[config.mk]
export PLATFORM = sky130hd
export DESIGN_NAME = gray_port_arbiter
export DESIGN_NICKNAME = d
export VERILOG_FILES = /design/src/rtl/lbp_pkg.sv /design/src/rtl/arb_tag_pipe.sv /design/src/rtl/gray_port_arbiter.sv
export SDC_FILE = /design/constraint.sdc
export NUM_CORES = 1
export LEC_CHECK = 0
export ABC_AREA = 1
export BUFFER_PORTS_ARGS = -buffer_cell sky130_fd_sc_hd__buf_2
export CAP_MARGIN = 20
export CORE_MARGIN = 5
export CORE_UTILIZATION = 41
export DETAILED_ROUTE_END_ITERATION = 10
export PLACE_DENSITY = 0.84
export REMOVE_ABC_BUFFERS = 1
export SYNTH_ARGS = -nofsm -noshare
export SYNTH_HDL_FRONTEND = slang
export SYNTH_SLANG_ARGS = --single-unit
[constraint.sdc]
create_clock -name clk -period 4.05 [get_ports clk]
set_clock_uncertainty 0.05 [all_clocks]
set_input_delay 0.6075 -clock clk [delete_from_list [all_inputs] [get_ports clk]]
set_output_delay 0.6075 -clock clk [all_outputs]
set_load 0.01 [all_outputs]
[src/rtl/lbp_pkg.sv]
// lbp_pkg: shared widths and types for the gray-image read-port arbiter.
package lbp_pkg;
    localparam int ADDR_W = 14;
    localparam int DATA_W = 8;
    typedef enum logic [1:0] {IDLE, OWN0, OWN1} arb_state_t;
    typedef logic owner_t;
    typedef struct packed {
        logic   valid;
        owner_t owner;
    } tag_t;
endpackage

[src/rtl/arb_tag_pipe.sv]
// arb_tag_pipe: DEPTH-stage shift register of {valid,owner} tags that follows each read through memory latency.
module arb_tag_pipe
    import lbp_pkg::*;
#(
    parameter int DEPTH = 1
) (
    input  logic   clk,
    input  logic   reset,
    input  logic   push,
    input  owner_t owner,
    output tag_t   head
);
    tag_t stages [DEPTH];
    always_ff @(posedge clk or posedge reset) begin
        if (reset) begin
            for (int i = 0; i < DEPTH; i++) stages[i] <= '0;
        end else begin
            stages[0] <= '{valid: push, owner: owner};
            for (int i = 1; i < DEPTH; i++) stages[i] <= stages[i-1];
        end
    end
    assign head = stages[DEPTH-1];
endmodule

[src/rtl/gray_port_arbiter.sv]
// gray_port_arbiter: round-robin, burst-locked arbiter sharing the gray-image read port between two requesters.
// Define ARB_STATS_EN to add the saturating per-requester beat counters stat_beats0/1.
module gray_port_arbiter
    import lbp_pkg::*;
#(
    parameter int ADDR_W    = lbp_pkg::ADDR_W,
    parameter int DATA_W    = lbp_pkg::DATA_W,
    parameter int BURST_MAX = 9,
    parameter int MEM_LAT   = 1
) (
    input  logic              clk,
    input  logic              reset,
    input  logic              req0,
    input  logic [ADDR_W-1:0] addr0,
    output logic              gnt0,
    output logic              rvalid0,
    output logic [DATA_W-1:0] rdata0,
    input  logic              req1,
    input  logic [ADDR_W-1:0] addr1,
    output logic              gnt1,
    output logic              rvalid1,
    output logic [DATA_W-1:0] rdata1,
    input  logic              mem_ready,
    output logic              mem_req,
    output logic [ADDR_W-1:0] mem_addr,
    input  logic [DATA_W-1:0] mem_data
`ifdef ARB_STATS_EN
    ,
    output logic [15:0]       stat_beats0,
    output logic [15:0]       stat_beats1
`endif
);
    localparam int CNT_W = $clog2(BURST_MAX + 1);

    arb_state_t       state, state_nxt;
    owner_t           last_owner, last_owner_nxt, owner;
    logic [CNT_W-1:0] beat_cnt, beat_cnt_nxt;
    logic             acc0, acc1, acc, burst_end, my_req, other_req;
    tag_t             head;

    assign gnt0      = state == OWN0;
    assign gnt1      = state == OWN1;
    assign acc0      = gnt0 && req0 && mem_ready;
    assign acc1      = gnt1 && req1 && mem_ready;
    assign acc       = acc0 || acc1;
    assign owner     = gnt1;
    assign my_req    = gnt1 ? req1 : req0;
    assign other_req = gnt1 ? req0 : req1;
    assign burst_end = acc && beat_cnt == CNT_W'(BURST_MAX - 1);
    assign mem_req   = acc;
    assign mem_addr  = acc0 ? addr0 : acc1 ? addr1 : '0;

    // Owner gives up the port when it stops requesting, or at a full burst while the other side waits.
    always_comb begin
        state_nxt      = state;
        last_owner_nxt = last_owner;
        beat_cnt_nxt   = beat_cnt;
        if (state == IDLE) begin
            if (mem_ready && (req0 || req1))
                state_nxt = (req0 && (!req1 || last_owner)) ? OWN0 : OWN1;
        end else if (!gnt0 && !gnt1) begin
            state_nxt = IDLE;
        end else if (!my_req || (burst_end && other_req)) begin
            state_nxt      = !other_req ? IDLE : gnt1 ? OWN0 : OWN1;
            last_owner_nxt = owner;
            beat_cnt_nxt   = '0;
        end else if (acc) begin
            beat_cnt_nxt = burst_end ? '0 : beat_cnt + 1'b1;
        end
    end

    always_ff @(posedge clk or posedge reset) begin
        if (reset) begin
            state      <= IDLE;
            last_owner <= 1'b1;
            beat_cnt   <= '0;
        end else begin
            state      <= state_nxt;
            last_owner <= last_owner_nxt;
            beat_cnt   <= beat_cnt_nxt;
        end
    end

    arb_tag_pipe #(.DEPTH(MEM_LAT)) u_tag_pipe (
        .clk  (clk),
        .reset(reset),
        .push (acc),
        .owner(owner),
        .head (head)
    );

    assign rvalid0 = head.valid && !head.owner;
    assign rvalid1 = head.valid && head.owner;
    assign rdata0  = rvalid0 ? mem_data : '0;
    assign rdata1  = rvalid1 ? mem_data : '0;

`ifdef ARB_STATS_EN
    always_ff @(posedge clk or posedge reset) begin
        if (reset) begin
            stat_beats0 <= '0;
            stat_beats1 <= '0;
        end else begin
            if (acc0 && stat_beats0 != 16'hFFFF) stat_beats0 <= stat_beats0 + 16'd1;
            if (acc1 && stat_beats1 != 16'hFFFF) stat_beats1 <= stat_beats1 + 16'd1;
        end
    end
`endif
endmodule

==> results of run 1 <==
-- synth_stat cells (2+ instances only) --
cell type / instances
nand2_1: 37
nor2_1: 34
inv_1: 22
a21oi_1: 14
dfrtp_1: 8
nand3_1: 7
ha_1: 5
nand3_2: 4
o21ai_1: 4
nand2_2: 3
buf_6: 2
inv_2: 2
o21a_1: 2
o21ai_0: 2
xor2_1: 2
-- metal layers --
metal / vias to the layer above / track usage / part of all wire
met4: 0 / 0.03974 / 0.0076
met2: 47 / 0.2613 / 0.48
met1: 484 / 0.1741 / 0.41
li1: 621 / - / -
met5: - / 0 / 0
met3: 2 / 0.05656 / 0.11
-- area by class of cell --
type                    instances  area, sq um  share of cell area
clock buffers                   4        26.28             0.01981
inverters                      24        90.09             0.06792
multi-input cells             116        573.1              0.4321
flip-flops and latches          9        226.5              0.1708
repair buffers                 75        375.4              0.2830
well taps                      28        35.03             0.02642
-- state kept, by name, indices dropped and copies added (netlist names) --
register,flops
u_tag_pipe.head,2
last_owner,1
state,2
beat_cnt,4
-- final timing paths --
check	start	endpoint
setup / recovery	state[1]	mem_req
min in group clk	last_owner	last_owner
hold reg to reg	last_owner	last_owner
setup reg to reg	state[1]	state[1]
hold / removal	reset	beat_cnt[3]
max in group asynchronous	reset	last_owner
-- logic make-up after synthesis --
kind of cell,after synthesis,synth area share
compound gates,22,0.1245
xor+xnor,2,0.01895
fa+ha+maj,5,0.06766
buf+inv,28,0.1353
flops,9,0.2449
simple gates,87,0.4087
-- power by group through the flow --
stage,sequential [mW],clock [mW],combinational (mW)
floorplan,0.150,0,0.272
global placement,0.156,0,0.371
detailed placement,0.157,0,0.375
CTS,0.156,0.0717,0.377
global route,0.161,0.0772,0.431
finish,0.156,0.0686,0.375
-- stage by stage --
stage | std cells | hold WS, ns
after floorplan | 149 | 0.3847
after global placement | 252 | 0.4100
after detailed placement | 252 | 0.4287
after CTS | 256 | 0.2455
after global routing | 256 | 0.2712
final | 256 | 0.2347
==> impl_metrics.yaml, run 1 <==
cts:
  ctsHtreeMaxLevel: 1
  postCtsSetupBuffers: 0
  clk_latency_ns: 0.26
  cts_buffers: 3
  path_clk_slew_ns: 0.06
  cts.sinks: 9
  postCtsResizedCells: 0
  hold_buffers: 0
  clk_root_buffer_cell: "clkbuf_4"
  clock_path_buffers: 2
  cts_tree: "done"
power_and_ir_drop:
  p_leak_nw: 0.8602
  power.switching_mw: 0.2834
  power_frac_clock: 0.115
  internal_power_mw: 0.3156
  ir_worst_vdd_mv: 0.3445
  switching_share: 0.4731
  combPwrFrac: 0.625
  power_frac_seq: 0.260
  p_total_mw: 0.5990
  powerDensity_nw_per_um2: 451.6
placement:
  hpwl_mm: 2.115
  preCtsSetupSlack_ns: 1.798
  port_buffers: 75
  place_congestion: 0.8094
  dpl-instance-area_sq_um: 1300
worst_setup_path:
  crit_required_ns: 3.39
  crit_slowest_cell: "nand3_2"
  crit_arrival_ns: 1.78
  rr_worst_depth: 9
  path_class: "reg2out"
  worstSetupEndpointType: "output pin"
  r2r_setup_slack_ns: 2.14
  crit_chain: "inv_1 > ha_1 > nand3_2 > nand2_2 > buf_2"
  worstSetupStartpointType: "flip-flop"
  max_stage_delay_ns: 0.40
  path_buf_inv: 2
  critPathMaxFanout: 29
  crit_cells: 5
  path_delay_family: "simple AND/OR/NAND/NOR gates"
logic_synthesis:
  synth_seq_cells: 9
  avgSynthCellArea_sq_um: 6.043
  synth_largest_area_cell: "dfrtp_1"
  ys.warnings.count: 0
  synth_cells: 153
  synth_cell_types: 20
  yosys_most_used_dff: "dfrtp_1"
  synth_top_area_frac: 0.2165
  synth_edf_count: 0
  syn-cell-area_sq_um: 924.6
  async_flop_share: 1.000
  ys_seq_area_frac: 0.2449
  synth.area.top_cells: "dfrtp_1 (22%), nand2_1 (15%), nor2_1 (14%)"
drt:
  via_per_inst: 4.508
  first_pass_iters: 4
  drc: 0
  vias: 1154
  wl_per_cell_um: 9.758
  drt_iter0_drc: 53
  drt_wl_total_mm: 2.498
  ant_nets: 0
grt:
  grt_util_all_layers: 0.1512
  grt_max_degree: 30
  antenna_found_initial: 0
  grt-ovfl-total: 0
  grt_pass1_wl_mm: 4.133
  grt_pass1_vias: 1029
timing:
  report.final.slew_viol_count: 0
  rsz0062_at_grt: "no"
  fin_tns_setup_ns: 0
  setup_viol: 0
  worst_slack_ns: 1.611
  slew_headroom: 0.6788
  min_period_ns: 2.439
  worstMarginPinSlew_ns: 0.4812
  min_period_over_period: 0.6023
  fmax_ghz: 0.4099
  hold_viol: 0
die:
  start_util: 0.4220
  chipHeight_um: 57.49
  dieArea_sq_um: 3305
  core_area_sq_um: 2191
  ioPinCount: 76
  fp.dieW_um: 57.49
  fp-row-count: 17
cells_and_area:
  final_cell_mix: "buf_2 (75), nand2_1 (37), nor2_1 (34), inv_1 (22), a21oi_1 (14)"
  diodes: 0
  drive_gt1_frac: 0.3904
  syn2layout_area_growth_pct: 43.44
  final_nets: 275
  final_util: 0.6054
  post-route-cell-area_sq_um: 1326
  fill_cells: 228
  layout_commonest_cell: "buf_2"
min_path:
  hold_path_class: "in2async"
outcome:
  status: "completed"
flow_run:
  drv_cap: 0
No activity file was read; power rests on OpenSTA's default activity.
==> run 2: changes to the inputs <==
Settings changed: ABC_AREA 1 to 0, CORE_UTILIZATION 41 to 34, PLACE_DENSITY 0.84 to 0.76.
Clock period 4.05 ns to 2.2 ns, I/O delays scaled along.
==> run 2 against run 1 <==
  * Die area is 12% higher
  * Worst setup slack got worse by 1.5 ns
  * Sequential power grew 93%
  * Global-route usage grew 0.77 points
  * Power rose by 110%
  * Clock power rose by 110%
  * Core utilization shrank 4.4 points
  * Non-clock buffer count is 9 higher
  * Combinational power grew 120%
  * Critical endpoint is now state[0]
  * Highest routed layer unchanged
==> impl_metrics.yaml, run 2 <==
cells_and_area:
  instances_no_fill: 212
  layout_commonest_cell: "buf_2"
  final_nets: 229
  drive_gt1_frac: 0.5440
  syn2layout_area_growth_pct: 58.04
  largest_reg_flops: 4
  final_util: 0.5611
  top_register: "beat_cnt"
  final_cell_mix: "buf_2 (75), a22o_1 (14), and2_1 (9)"
  fill_cells: 237
  diodes: 0
logic_synthesis:
  yosys_most_used_dff: "dfrtp_1"
  synth_top_area_frac: 0.2276
  synthTopCellsByCount: "a22o_1 (14), and2_1 (9), and3_1 (9), inv_1 (9), dfrtp_1 (8)"
  synth_edf_count: 0
  avgSynthCellArea_sq_um: 8.796
  synth_seq_cells: 9
  synth_cell_types: 31
  syn-cell-area_sq_um: 879.6
  synth_largest_area_cell: "dfrtp_1"
  synth.area.top_cells: "dfrtp_1 (23%), a22o_1 (14%), ha_1 (7.1%)"
  ys.warnings.count: 0
  async_flop_share: 1.000
  synth_cells: 100
  yosysMostFrequentCell: "a22o_1"
  ys_seq_area_frac: 0.2575
min_path:
  hold_path_class: "in2reg"
drt:
  first_pass_iters: 4
  drt_wl_total_mm: 3.194
  ant_nets: 0
  via_per_inst: 5.132
  wl_per_cell_um: 15.07
  drc: 0
  vias: 1088
  drt_iter0_drc: 44
grt:
  grt_util_all_layers: 0.1590
  grt_max_degree: 15
  grt_pass1_wl_mm: 4.395
  grt_pass1_vias: 1007
  antenna_found_initial: 0
  grt-ovfl-total: 0
die:
  start_util: 0.3551
  chipHeight_um: 60.86
  ioPinCount: 76
  fp-row-count: 18
  dieArea_sq_um: 3704
  core_area_sq_um: 2477
  fp.dieW_um: 60.86
power_and_ir_drop:
  ir_worst_vdd_mv: 0.4535
  powerDensity_nw_per_um2: 912.6
  p_total_mw: 1.269
  p_leak_nw: 0.8130
timing:
  hold-worst-slack_ns: 0.3311
  setup_viol: 0
  report.final.slew_viol_count: 0
  slew_headroom: 0.6616
  worstMarginPinSlew_ns: 0.5033
  min_period_ns: 2.132
  fmax_ghz: 0.4690
  hold_viol: 0
  min_period_over_period: 0.9692
placement:
  hpwl_mm: 2.588
  port_buffers: 75
  place_congestion: 0.9001
  dpl.cell_count: 203
worst_setup_path:
  worstSetupStartpointType: "flip-flop"
  worstSetupEndpointType: "flip-flop"
  critPathMaxFanout: 4
  crit_arrival_ns: 2.25
  path_class: "reg2reg"
  crit_required_ns: 2.32
cts:
  clk_latency_ns: 0.28
  clock_path_buffers: 2
  cts_buffers: 3
  cts.sinks: 9
  cts_tree: "done"
  ctsHtreeMaxLevel: 1
  path_clk_slew_ns: 0.07
  clk_root_buffer_cell: "clkbuf_4"
outcome:
  status: "completed"
flow_run:
  drv_cap: 0
==> run 2: changes by cell type after synthesis, moves of 3 or more <==
cell | before | now
a21oi_1 | 14 | 3
clkbuf_1 | 0 | 4
nand3_2 | 4 | 0
and2_1 | 0 | 9
o21ai_1 | 4 | 0
nand2_1 | 37 | 4
nand3b_1 | 0 | 3
nor2_1 | 34 | 2
inv_1 | 22 | 9
and3_1 | 0 | 9
a22o_1 | 0 | 14
nand2_2 | 3 | 0
==> run 2: logic make-up after synthesis <==
kind of cell / count (synthesis) / share of synthesized area
AND/OR/NAND/NOR: 38 / 0.2560
multiplexers: 4 / 0.05690
buffers and inverters: 15 / 0.07681
adder cells (fa/ha/maj): 5 / 0.07112
AO/OA/AOI/OAI: 29 / 0.2816
flip-flops: 9 / 0.2575
==> run 2: per-layer routing <==
metal  wire length [um]  global-route usage
met5                  0                   0
met4                 66             0.09288
met3                218             0.01915
met2               1764              0.3008
met1               1145              0.1658
==> run 2: layout make-up <==
class	instances	area (sq um)	share of cell area
multi-input cells	76	605.6	0.4356
repair buffers	84	460.4	0.3312
flip-flops and latches	9	226.5	0.1629
well taps	30	37.54	0.02700
inverters	9	33.78	0.02430
clock buffers	4	26.28	0.01890
==> run 2: critical path, stage by stage (launching register included) <==
cell and delay (ns):
dfrtp_1 0.42, inv_2 0.08, ha_2 0.18, buf_4 0.12, mux2_4 0.32, o21a_4 0.13, a221o_2 0.41, mux2_4 0.30
==> run 2: report_power, final <==
part	leakage, nW	internal, mW	switching [mW]
Clock	0.0150	0.0705	0.0704
Combinational	0.691	0.408	0.419
Sequential	0.107	0.237	0.0636
Total	0.813	0.716	0.553
==> run 2: timing repair <==
action                                  4_1_cts  5_1_grt
buffers inserted                              0        3
gates resized for setup                       2        9
hold buffers                                  1        0
gates cloned                                  0        1
hold endpoints to repair                      8        0
endpoints found under the setup margin        7       14
pin swaps                                     0        2
==> run 2: worst paths after layout <==
| kind | start | endpoint | slack, ns | depth (start not counted) |
|---|---|---|---|---|
| max in group asynchronous | reset | last_owner | 1.28 | 3 |
| hold reg to reg | beat_cnt[3] | beat_cnt[3] | 0.53 | 2 |
| min in group asynchronous | reset | beat_cnt[3] | 0.51 | 3 |
| hold / removal | mem_ready | u_tag_pipe.head[1] | 0.33 | 2 |
| setup reg to reg | state[0] | state[0] | 0.07 | 7 |
| setup / recovery | state[0] | state[0] | 0.07 | 7 |
==> run 2: per-stage QoR <==
| stage | setup TNS [ns] | worst slack, ns | area, sq um |
|---|---|---|---|
| 3_3_place_gp | 0 | 0.1878 | 1289 |
| 6_report | 0 | 0.06782 | 1390 |
| 5_1_grt | -0.1301 | -0.03334 | 1390 |
| 3_5_place_dp | 0 | 0.1249 | 1289 |
| 4_1_cts | 0 | 0.01190 | 1331 |
| 2_1_floorplan | 0 | 0.05157 | 845.8 |
==> run 3: changes to the inputs <==
Settings changed: CORE_UTILIZATION 34 to 38, PLACE_DENSITY 0.76 to 0.8.
Clock period 2.2 ns to 2.4 ns, I/O delays scaled along.
==> run 3 against run 2 <==
  * Sequential power shrank 8.0%
  * Clock power shrank 15%
  * Sequential share of layout area grew 0.96 points
  * Cell count shrank 3.8%
  * Count of clock-buffer cells in the layout is the same
  * Global-route usage grew 1.4 points
  * Combinational power shrank 16%
  * Worst setup slack gained 0.11 ns
  * Die area shrank 8.8%
  * Critical path depth grew 1
  * Largest power group unchanged
==> impl_metrics.yaml, run 3 (synthesis results as in run 2) <==
cells_and_area:
  final_cell_mix: "buf_2 (75), a22o_1 (14), inv_1 (9), and2_1 (9)"
  drive_gt1_frac: 0.5057
  final_util: 0.5933
  layout_commonest_cell: "buf_2"
  diodes: 0
  top_register: "beat_cnt"
  syn2layout_area_growth_pct: 49.22
  final_nets: 223
  fill_cells: 180
  largest_reg_flops: 4
cts:
  clk_root_buffer_cell: "clkbuf_4"
  cts.sinks: 9
  cts_tree: "done"
  postCtsSetupBuffers: 0
  path_clk_slew_ns: 0.06
  clk_latency_ns: 0.26
  ctsHtreeMaxLevel: 1
  clock_path_buffers: 2
  cts_buffers: 3
outcome:
  status: "completed"
timing:
  min_period_over_period: 0.9268
  min_period_ns: 2.224
  hold_viol: 0
  setup_viol: 0
  fmax_ghz: 0.4496
  report.final.slew_viol_count: 0
  worstMarginPinSlew_ns: 0.4761
  slew_headroom: 0.6819
worst_setup_path:
  max_stage_delay_ns: 0.41
  crit_chain: "inv_1 > ha_1 > buf_4 > nand3_1 > nor2_1 > buf_4 > a22o_1 > buf_2"
  critPathMaxFanout: 14
  crit_required_ns: 1.99
  crit_arrival_ns: 1.81
  worstSetupEndpointType: "output pin"
  crit_slowest_cell: "dfrtp_1"
  crit_path_frequent_cell: "buf_4"
  path_class: "reg2out"
  worstSetupStartpointType: "flip-flop"
drt:
  ant_nets: 0
  drt_iter0_drc: 59
  via_per_inst: 5.211
  wl_per_cell_um: 14.71
  first_pass_iters: 4
  vias: 1063
  drt_wl_total_mm: 3.001
  drc: 0
power_and_ir_drop:
  p_leak_nw: 0.7822
  ir_worst_vdd_mv: 0.6209
  powerDensity_nw_per_um2: 828.4
  p_total_mw: 1.087
grt:
  grt-ovfl-total: 0
  grt_pass1_vias: 1029
  antenna_found_initial: 0
  grt_pass1_wl_mm: 4.554
  grt_util_all_layers: 0.1732
  grt_max_degree: 16
die:
  core_area_sq_um: 2212
  ioPinCount: 76
  fp.dieW_um: 58.11
  dieArea_sq_um: 3377
  chipHeight_um: 58.11
  start_util: 0.3976
  fp-row-count: 17
flow_run:
  drv_cap: 0
placement:
  place_congestion: 0.8873
  port_buffers: 75
  hpwl_mm: 2.480
min_path:
  hold_path_class: "in2reg"
[run 3: changes by cell type in the layout (fill, tap and decap cells not counted), sizes merged]
| cell | delta |
|---|---|
| buf | -6 |
[run 3: layer usage]
metal | vias to the layer above | track usage | wire, um
met2 | 43 | 0.3306 | 1604
li1 | 524 | - | -
met4 | 0 | 0.07947 | 48
met3 | 5 | 0.03563 | 228
met1 | 491 | 0.1777 | 1120
met5 | - | 0 | 0
[run 3: path summary, 6_finish.rpt]
| check | startpoint | endpoint | slack, ns | cells after the start |
|---|---|---|---|---|
| worst min-delay path | mem_ready | u_tag_pipe.head[1] | 0.39 | 2 |
| worst min register to register | beat_cnt[3] | beat_cnt[3] | 0.51 | 2 |
| worst max-delay path | state[0] | mem_addr[2] | 0.18 | 8 |
| min in group asynchronous | reset | state[1] | 0.55 | 3 |
| max in group asynchronous | reset | last_owner | 1.45 | 3 |
| worst max register to register | state[0] | state[0] | 0.31 | 7 |
[run 3: critical path, delay by kind of cell (launching register included)]
kind / cells / cell delay (ns)
buffers and inverters: 4 / 0.60
DFF: 1 / 0.41
AOI/OAI and AO/OA: 1 / 0.15
and+or+nand+nor: 2 / 0.19
adders and majority gates: 1 / 0.21
[run 3: per-stage QoR]
step / cell area, sq um / setup WS (ns) / cells / setup TNS [ns] / hold WS (ns)
global route: 1313 / -0.009249 / 204 / -0.03009 / 0.3702
CTS: 1309 / 0.1261 / 204 / 0 / 0.3713
finish: 1313 / 0.1757 / 204 / 0 / 0.3861
global placement: 1271 / 0.3495 / 199 / 0 / 0.2874
floorplan: 845.8 / 0.2516 / 94 / 0 / 0.1372
detailed placement: 1271 / 0.2835 / 199 / 0 / 0.2895
[run 3: what timing repair did]
item / CTS / global route
endpoints found under the hold margin: 4 / 0
hold buffers: 1 / 0
gates resized for setup: 1 / 1
pin swaps: 0 / 0
endpoints found under the setup margin: 14 / 13
[run 3: power by group]
| group | switching [mW] | internal, mW |
|---|---|---|
| Combinational | 0.367 | 0.324 |
| Sequential | 0.0592 | 0.218 |
| Clock | 0.0557 | 0.0643 |
[run 3: cell type report]
type | count | area [sq um] | share of cell area
repair buffers | 78 | 400.4 | 0.3051
well taps | 28 | 35.03 | 0.02669
multi-input cells | 76 | 590.6 | 0.4500
inverters | 9 | 33.78 | 0.02574
clock buffers | 4 | 26.28 | 0.02002
flip-flops and latches | 9 | 226.5 | 0.1725
